**config.mk**
```make
export PLATFORM = sky130hd
export DESIGN_NAME = pipe_mem_stage
export DESIGN_NICKNAME = d
export VERILOG_FILES = /design/src/rtl/pipe_pkg.sv /design/src/rtl/pipemwreg.sv /design/src/rtl/pipe_mem_stage.sv
export SDC_FILE = /design/constraint.sdc
export NUM_CORES = 1
export LEC_CHECK = 0
export ABC_CLOCK_PERIOD_IN_PS = 2900
export CORE_MARGIN = 4
export CORE_UTILIZATION = 45
export DETAILED_ROUTE_END_ITERATION = 6
export PLACE_DENSITY = 0.95
export SYNTH_ARGS = -nofsm -noshare
export SYNTH_HDL_FRONTEND = slang
export SYNTH_SLANG_ARGS = --single-unit
```
**constraint.sdc**
```tcl
create_clock -name clk -period 2.9 [get_ports clk]
set_clock_uncertainty 0.05 [all_clocks]
set_input_delay 0.725 -clock clk [delete_from_list [all_inputs] [get_ports clk]]
set_output_delay 0.725 -clock clk [all_outputs]
set_load 0.01 [all_outputs]
```
**src/rtl/pipe_pkg.sv**
```systemverilog
// Shared definitions for the MEM stage: FSM encoding, default
// memory timeout and the MEM/WB bundle.
package pipe_pkg;

  localparam int TIMEOUT_DEF = 15;

  localparam logic [0:0] IDLE = 1'b0;
  localparam logic [0:0] BUSY = 1'b1;

  typedef struct packed {
    logic        wreg;
    logic        m2reg;
    logic        z;
    logic [31:0] mo;
    logic [31:0] alu;
    logic [4:0]  rn;
  } mem_wb_t;

endpackage

```
**src/rtl/pipemwreg.sv**
```systemverilog
// MEM/WB pipeline register; a bubble clears the write-back
// controls and holds every data field.
module pipemwreg
  import pipe_pkg::*;
(
  input  logic    clk,
  input  logic    clrn,
  input  logic    i_bubble,
  input  mem_wb_t i_d,
  output mem_wb_t o_q
);

  mem_wb_t r_q;

  always_ff @(posedge clk or negedge clrn) begin
    if (!clrn) begin
      r_q <= '0;
    end else if (i_bubble) begin
      r_q.wreg  <= 1'b0;
      r_q.m2reg <= 1'b0;
    end else begin
      r_q <= i_d;
    end
  end

  assign o_q = r_q;

endmodule

```
**src/rtl/pipe_mem_stage.sv**
```systemverilog
// MEM stage: data-memory handshake FSM with access timeout,
// pipeline stall generation and the MEM/WB register.
module pipe_mem_stage
  import pipe_pkg::*;
#(
  parameter int TIMEOUT = TIMEOUT_DEF
) (
  input  logic        clk,
  input  logic        clrn,
  input  logic        mwreg,
  input  logic        mm2reg,
  input  logic        mwmem,
  input  logic        mz,
  input  logic [31:0] malu,
  input  logic [31:0] mb,
  input  logic [4:0]  mrn,
  output logic        dreq,
  output logic        dwe,
  output logic [31:0] daddr,
  output logic [31:0] dwdata,
  input  logic        dack,
  input  logic [31:0] drdata,
  output logic        mstall,
  output logic        wwreg,
  output logic        wm2reg,
  output logic        wz,
  output logic [31:0] wmo,
  output logic [31:0] walu,
  output logic [4:0]  wrn,
  output logic        merr
);

  localparam int CW =
    ($clog2(TIMEOUT) < 4) ? 4 : $clog2(TIMEOUT);
  localparam logic [CW-1:0] LAST = CW'(TIMEOUT - 1);

  logic [0:0]    r_state;
  logic [CW-1:0] r_cnt;
  logic          r_dreq;
  logic          r_dwe;
  logic [31:0]   r_daddr;
  logic [31:0]   r_dwdata;
  logic          r_merr;

  logic    w_memop;
  logic    w_busy;
  logic    w_last;
  logic    w_done;
  logic    w_abort;
  mem_wb_t w_d;
  mem_wb_t w_q;

  assign w_memop = mm2reg | mwmem;
  assign w_busy  = (r_state == BUSY);
  assign w_last  = (r_cnt == LAST);
  // dack takes priority over the timeout in the same cycle
  assign w_done  = w_busy & dack;
  assign w_abort = w_busy & ~dack & w_last;

  always_comb begin
    mstall = 1'b0;
    if (w_busy) mstall = ~(dack | w_last);
    else        mstall = w_memop;
  end

  always_comb begin
    w_d       = '0;
    w_d.wreg  = mwreg & ~w_abort;
    w_d.m2reg = mm2reg;
    w_d.z     = mz;
    w_d.alu   = malu;
    w_d.rn    = mrn;
    w_d.mo    = (w_done & mm2reg) ? drdata : 32'h0;
  end

  always_ff @(posedge clk or negedge clrn) begin
    if (!clrn) begin
      r_state  <= IDLE;
      r_cnt    <= '0;
      r_dreq   <= 1'b0;
      r_dwe    <= 1'b0;
      r_daddr  <= 32'h0;
      r_dwdata <= 32'h0;
      r_merr   <= 1'b0;
    end else begin
      case (r_state)
        IDLE: begin
          if (w_memop) begin
            r_state  <= BUSY;
            r_daddr  <= malu;
            r_dwdata <= mb;
            r_dwe    <= mwmem;
            r_dreq   <= 1'b1;
            r_cnt    <= '0;
          end
        end
        BUSY: begin
          if (dack) begin
            r_state <= IDLE;
            r_dreq  <= 1'b0;
          end else if (w_last) begin
            r_state <= IDLE;
            r_dreq  <= 1'b0;
            r_merr  <= 1'b1;
          end else begin
            r_cnt <= r_cnt + 1'b1;
          end
        end
        default: begin
          r_state <= IDLE;
          r_dreq  <= 1'b0;
        end
      endcase
    end
  end

  pipemwreg u_mwreg (
    .clk      (clk),
    .clrn     (clrn),
    .i_bubble (mstall),
    .i_d      (w_d),
    .o_q      (w_q)
  );

  assign dreq   = r_dreq;
  assign dwe    = r_dwe;
  assign daddr  = r_daddr;
  assign dwdata = r_dwdata;
  assign merr   = r_merr;

  assign wwreg  = w_q.wreg;
  assign wm2reg = w_q.m2reg;
  assign wz     = w_q.z;
  assign wmo    = w_q.mo;
  assign walu   = w_q.alu;
  assign wrn    = w_q.rn;

endmodule
```
==> run_results.csv, run 1 <==
group,metric,value,unit
run_status,status,"complete, no violations",
routing,detail_route.drc_violations,0,
logic_synthesis,synth.area.top_cells,"dfrtp_1 (65%), nand2_1 (13%), mux2_4 (9.8%)",
sta,hold_viol,0,
clock_network,cts-root-buf,"clkbuf_16",
worst_setup_path,cp_top_family,"buffers and inverters",
cells_and_area,areaGrowthSynthToFinish,58.5,%
sta,tightest_slew,1.14,ns
worst_setup_path,regToRegEndpoint,"u_mwreg.o_q[26]",
logic_synthesis,yosysWarnings,0,
worst_setup_path,path_buf_inv,3,
logic_synthesis,avgSynthCellArea,12.0,sq um
grt,grt-ovfl-total,0,
sta,finalCritPeriodShare,97.3,%
routing,vias_per_cell,5.05,
cells_and_area,nets,826,
cells_and_area,diodes,0,
logic_synthesis,synth_nets,572,
floorplan,rows,40,
logic_synthesis,synth_cell_type_count,27,
worst_setup_path,reg2reg_slack,0.76,ns
floorplan,io_pins,248,
floorplan,die_h,119,microns
pwr,ir_drop,0.482,mV
sta,slew_violations,0,
cells_and_area,most-common-layout-cells,"clkdlybuf4s50_1 (245), nand2_1 (194), dfrtp_1 (144)",
clock_network,cts.sinks,144,
placement,routabilityCongestion,0.792,
logic_synthesis,synthCells,462,
worst_setup_path,crit_start,"dack",
clock_network,clk_pin_slew,0.05,ns
placement,dp_cells,844,
grt,gr-usage-all-layers,23.4,%
routing,firstDrtPassIters,4,
placement,portBuffers,247,
pwr,p_leak,4.18,nW
floorplan,die_width,119,microns
logic_synthesis,yosys.area.top_type_share,65.2,%
worst_setup_path,timing.rr.start,"r_cnt[0]",
worst_setup_path,critical_path_class,"in2out",
job,cap_violations,0,
worst_setup_path,cp_cell_sequence,"clkdlybuf4s50_1, and2b_1, a21oi_4, clkinv_2, dlygate4sd2_1",
grt,grt_first_pass_wirelength,25.8,mm
placement,hpwl,11.6,mm
routing,antenna_left,0,
cells_and_area,nFillCells,767,
worst_setup_path,reg2regPathDepth,8,
clock_network,clkLatencyLatePin,0.40,ns
worst_setup_path,cp.required,2.12,ns
floorplan,core_area,12000,sq um
worst_setup_path,critPathMaxStageDelay,0.49,ns
worst_setup_path,cp_max_fo,3,
routing,routed_wl,16.1,mm
hold_path,min_path_type,"in2async",
logic_synthesis,syn_area,5530,sq um
cells_and_area,seqCellArea,3600,sq um
routing,drt_iter0_drc,352,
clock_network,clockBufferDepth,2,
clock_network,cts_setup_buffers,0,
sta,setup_viol,0,
grt,grt_pass1_vias,4808,
cells_and_area,postLayoutCellArea,8760,sq um
routing,num_vias,4415,
sta,rsz0062_at_grt,"false",
grt,antenna_found_initial,0,
logic_synthesis,yosys.area.top_type,"dfrtp_1",
floorplan,start_util,46.0,%
worst_setup_path,critPathLaunchType,"input pin",
placement,placed_cell_area,8170,sq um
cells_and_area,fin_cells,875,
floorplan,die_area,14100,sq um
cells_and_area,drive_gt1_share,11.7,%
pwr,power-per-cell-area,900,nW/um^2
logic_synthesis,ys_seq_area_share,65.2,%
worst_setup_path,slowest_stage,"clkdlybuf4s50_1",
sta,min_period,2.82,ns
clock_network,cts_tree,"built",
grt,grt_max_degree,66,
cells_and_area,multi_input_area,1790,sq um
clock_network,cts_buffers,17,
clock_network,cts.htree.levels,4,
clock_network,cts-hold-fix-buffers,0,
sta,clock.fmax,0.354,GHz
cells_and_area,final_common_cell,"clkdlybuf4s50_1",
worst_setup_path,crit_arrival,2.05,ns
worst_setup_path,cp-end-kind,"primary output",
routing,wire_per_inst,18.4,microns
logic_synthesis,synth_seq_cells,144,
sta,slew_headroom,23.7,%
[cells in the mapped netlist, drive strengths merged]
master  number
a21o         2
a21oi        1
a221o        2
a22o        32
and2         1
and2b        1
and3         3
buf         18
clkbuf       7
dfrtp      144
ha           2
inv          2
mux2        39
mux2i        1
nand2      194
nand2b       1
nand3        3
nor2         2
nor2b        1
nor3         1
nor3b        1
o21ai        2
o21ba        1
o21bai       1
[final cells by class]
| cell class | instances | share of cell area (%) |
|---|---|---|
| flip-flops and latches | 144 | 41.1 |
| repair buffers | 260 | 29.5 |
| multi-input cells | 291 | 20.4 |
| clock buffers | 26 | 5.93 |
| well taps | 147 | 2.10 |
| clock inverters | 5 | 0.857 |
| inverters | 2 | 0.100 |
[flip-flops by register name, indices dropped and copies added (netlist names)]
name / count
daddr: 32
dwe: 1
dwdata: 32
dreq: 1
r_state: 1
u_mwreg.o_q: 72
merr: 1
r_cnt: 4
[logic make-up after synthesis]
logic type      synth area share [%]
simple gates                    14.6
flops                           65.2
compound gates                  6.49
mux                             10.6
buf+inv                         2.69
fa+ha+maj                      0.453
[per-stage QoR]
step | power [mW] | hold slack, ns | setup TNS, ns | setup slack, ns | utilization (%)
global route | 8.29 | 0.270 | 0 | 0.0335 | 72.9
floorplan | 4.10 | 0.379 | 0 | 0.714 | -
finish | 7.88 | 0.246 | 0 | 0.0790 | 72.9
detailed placement | 5.75 | 0.397 | -0.122 | -0.122 | 68.0
global placement | 5.61 | 0.392 | -0.0857 | -0.0857 | 68.0
CTS | 7.95 | 0.257 | 0 | 0.0675 | 72.9
[how the worst max path moves through the flow]
stage	end	slack (ns)	cells past startpoint
final	mstall	0.08	5
after detailed placement	mstall	-0.12	5
after global placement	mstall	-0.09	5
after CTS	mstall	0.07	5
after floorplan	mstall	0.71	4
after global routing	mstall	0.03	5
[layer usage]
layer,routed length [microns],part of all wire [%],vias up,track usage [%]
li1,-,-,2018,-
met1,6220,39,2163,27.3
met2,8370,52,208,40.4
met3,1190,7.4,26,8.12
met4,311,1.9,0,7.60
met5,0,0,-,0
[power breakdown]
group	switching, mW	internal [mW]	leakage (nW)	total, mW
combinational	1.18	1.58	2.10	2.76
sequential	0.367	2.59	1.79	2.96
clock	0.771	1.40	0.296	2.17
[what timing repair did]
action | 4_1_cts | 5_1_grt
setup endpoints to repair | 1 | 0
endpoints found under the hold margin | 0 | 0
resized for setup | 1 | 0
Note: power is estimated with default switching activity, not from simulation.
==> run 2, diff against run 1 <==
--- a/config.mk
+++ b/config.mk
@@ -6,7 +6,6 @@
 export NUM_CORES = 1
 export LEC_CHECK = 0
 export ABC_CLOCK_PERIOD_IN_PS = 2900
-export CORE_MARGIN = 4
 export CORE_UTILIZATION = 45
 export DETAILED_ROUTE_END_ITERATION = 6
 export PLACE_DENSITY = 0.95
==> run 2 against run 1 <==
Against the previous run: die area down 9.8%; final cell count grew 0.11%; fmax rose by 1.1%; critical path depth stayed put; largest cell class unchanged.
==> run_results.csv, run 2 (synthesized netlist as in run 1, its figures left out) <==
group,metric,value,unit
floorplan,die_area,12700,sq um
sta,finalCritPeriodShare,96.2,%
clock_network,cts-root-buf,"clkbuf_16",
pwr,p_comb_share,35.1,%
grt,gr-usage-all-layers,25.2,%
run_status,status,"complete, no violations",
cells_and_area,nFillCells,745,
worst_setup_path,slowest_stage,"clkdlybuf4s50_1",
pwr,p_seq_share,37.8,%
floorplan,rows,40,
placement,dpl_worst_slack,-0.111,ns
clock_network,cts_tree,"built",
clock_network,clk_pin_slew,0.06,ns
placement,portBuffers,247,
grt,met1_usage,27.2,%
cells_and_area,seqCellArea,3600,sq um
pwr,ir_drop,0.528,mV
routing,wire_per_inst,17.6,microns
floorplan,die_width,113,microns
worst_setup_path,cp-end-kind,"primary output",
routing,detail_route.drc_violations,0,
routing,num_vias,4453,
clock_network,cts_buffers,17,
pwr,p_int,5.47,mW
cells_and_area,nets,826,
cells_and_area,multi_input_area,1790,sq um
placement,hpwl,10.7,mm
sta,tightest_slew,1.10,ns
worst_setup_path,crit_arrival,2.02,ns
routing,drt_iter0_drc,267,
cells_and_area,diodes,0,
worst_setup_path,cp_top_family,"buffers and inverters",
placement,routabilityCongestion,0.760,
pwr,p_sw_share,30.1,%
clock_network,cts.sinks,144,
routing,antenna_left,0,
cells_and_area,drive_gt1_share,12.1,%
job,cap_violations,0,
pwr,p_clk_share,27.1,%
pwr,switching_power,2.36,mW
worst_setup_path,critPathLaunchType,"input pin",
sta,clock.fmax,0.358,GHz
cells_and_area,most-common-layout-cells,"clkdlybuf4s50_1 (245), nand2_1 (194), dfrtp_1 (144)",
clock_network,clkLatencyLatePin,0.41,ns
hold_path,min_path_type,"in2async",
grt,grt_pass1_vias,4836,
worst_setup_path,cp_max_fo,2,
floorplan,core_area,12000,sq um
clock_network,cts.htree.levels,4,
clock_network,clockBufferDepth,2,
sta,rsz0062_at_grt,"false",
sta,slew_violations,0,
pwr,p_leak,4.17,nW
sta,setup_viol,0,
sta,hold_viol,0,
worst_setup_path,critPathMaxStageDelay,0.50,ns
cells_and_area,final_common_cell,"clkdlybuf4s50_1",
worst_setup_path,cp.required,2.12,ns
cells_and_area,areaGrowthSynthToFinish,58.1,%
sta,setup_ws,0.110,ns
grt,antenna_found_initial,0,
worst_setup_path,cp_cell_sequence,"clkdlybuf4s50_1, and2b_2, a21oi_4, clkinv_2, dlygate4sd2_1",
grt,grt-ovfl-total,0,
sta,fin_setup_tns,0,ns
pwr,power-per-cell-area,896,nW/um^2
worst_setup_path,path_buf_inv,3,
routing,vias_per_cell,5.08,
floorplan,io_pins,248,
grt,grt_use_met3,8.14,%
sta,slew_headroom,26.4,%
grt,grt_first_pass_wirelength,24.2,mm
grt,grt.busiest_layer,"met2",
cells_and_area,largest_register_ffs,72,
routing,routed_wl,15.4,mm
sta,min_period,2.79,ns
cells_and_area,postLayoutCoreUtil,72.8,%
floorplan,start_util,46.0,%
grt,met2_usage,45.6,%
floorplan,die_h,113,microns
worst_setup_path,reg2reg_slack,0.71,ns
routing,firstDrtPassIters,4,
grt,grt_max_degree,69,
worst_setup_path,critical_path_class,"in2out",
==> run 2: cell count changes in the layout (fill, tap and decap cells not counted) <==
cell and delta:
clkbuf_8 -4, clkinv_2 +3, clkinvlp_4 +2, and2b_1 -1
and2b_2 +1, clkbuf_1 -1, clkinv_4 +1
==> run 2: routing by layer <==
layer / vias up / wire length [microns]
met5: - / 0
met4: 0 / 333
met3: 28 / 1060
met2: 209 / 8040
met1: 2200 / 6010
li1: 2016 / -
==> run 2: layout make-up <==
class | instances | share of cell area (%)
Clock buffer | 21 | 5.27
Clock inverter | 11 | 1.30
Inverter | 2 | 0.100
Multi-Input combinational cell | 291 | 20.5
Sequential cell | 144 | 41.2
Tap cell | 147 | 2.10
Timing Repair Buffer | 260 | 29.5
==> run 2: timing repair <==
| action | in CTS | in global routing |
|---|---|---|
| hold buffers | 0 | 0 |
| endpoints found under the setup margin | 1 | 0 |
| resized for setup | 2 | 0 |
| setup buffers | 1 | 0 |
==> run 2: worst register-to-register path, delay by kind of cell, from the launching register on <==
kind	cells	cell delay (ns)
AOI/OAI and AO/OA	1	0.23
adders and majority gates	1	0.19
buffers and inverters	4	0.66
DFF	1	0.40
muxes	1	0.39
and+or+nand+nor	1	0.15
==> run 2: final timing paths <==
check	start	to	cells past startpoint
max	dack	mstall	5
min in group clk	daddr[16]	daddr[16]	2
max in group asynchronous	clrn	u_mwreg.o_q[23]	2
min reg2reg	daddr[16]	daddr[16]	2
min	clrn	daddr[22]	1
max reg2reg	r_cnt[0]	u_mwreg.o_q[23]	8
==> run 2: power groups by stage <==
stage,clock network [mW],registers [mW],logic [mW]
after floorplan,0,3.19,0.914
after global placement,0,2.93,2.65
after detailed placement,0,2.97,2.75
after CTS,2.16,2.96,2.78
after global routing,2.25,3.02,2.94
final,2.12,2.96,2.75
==> run 2: metrics by stage <==
stage / area, sq um / std cells / total power [mW] / hold WS (ns)
6_report: 8740 / 876 / 7.83 / 0.217
2_1_floorplan: 5530 / 462 / 4.10 / 0.379
5_1_grt: 8740 / 876 / 8.21 / 0.246
4_1_cts: 8740 / 876 / 7.89 / 0.223
3_5_place_dp: 8160 / 843 / 5.72 / 0.405
3_3_place_gp: 8160 / 843 / 5.57 / 0.393
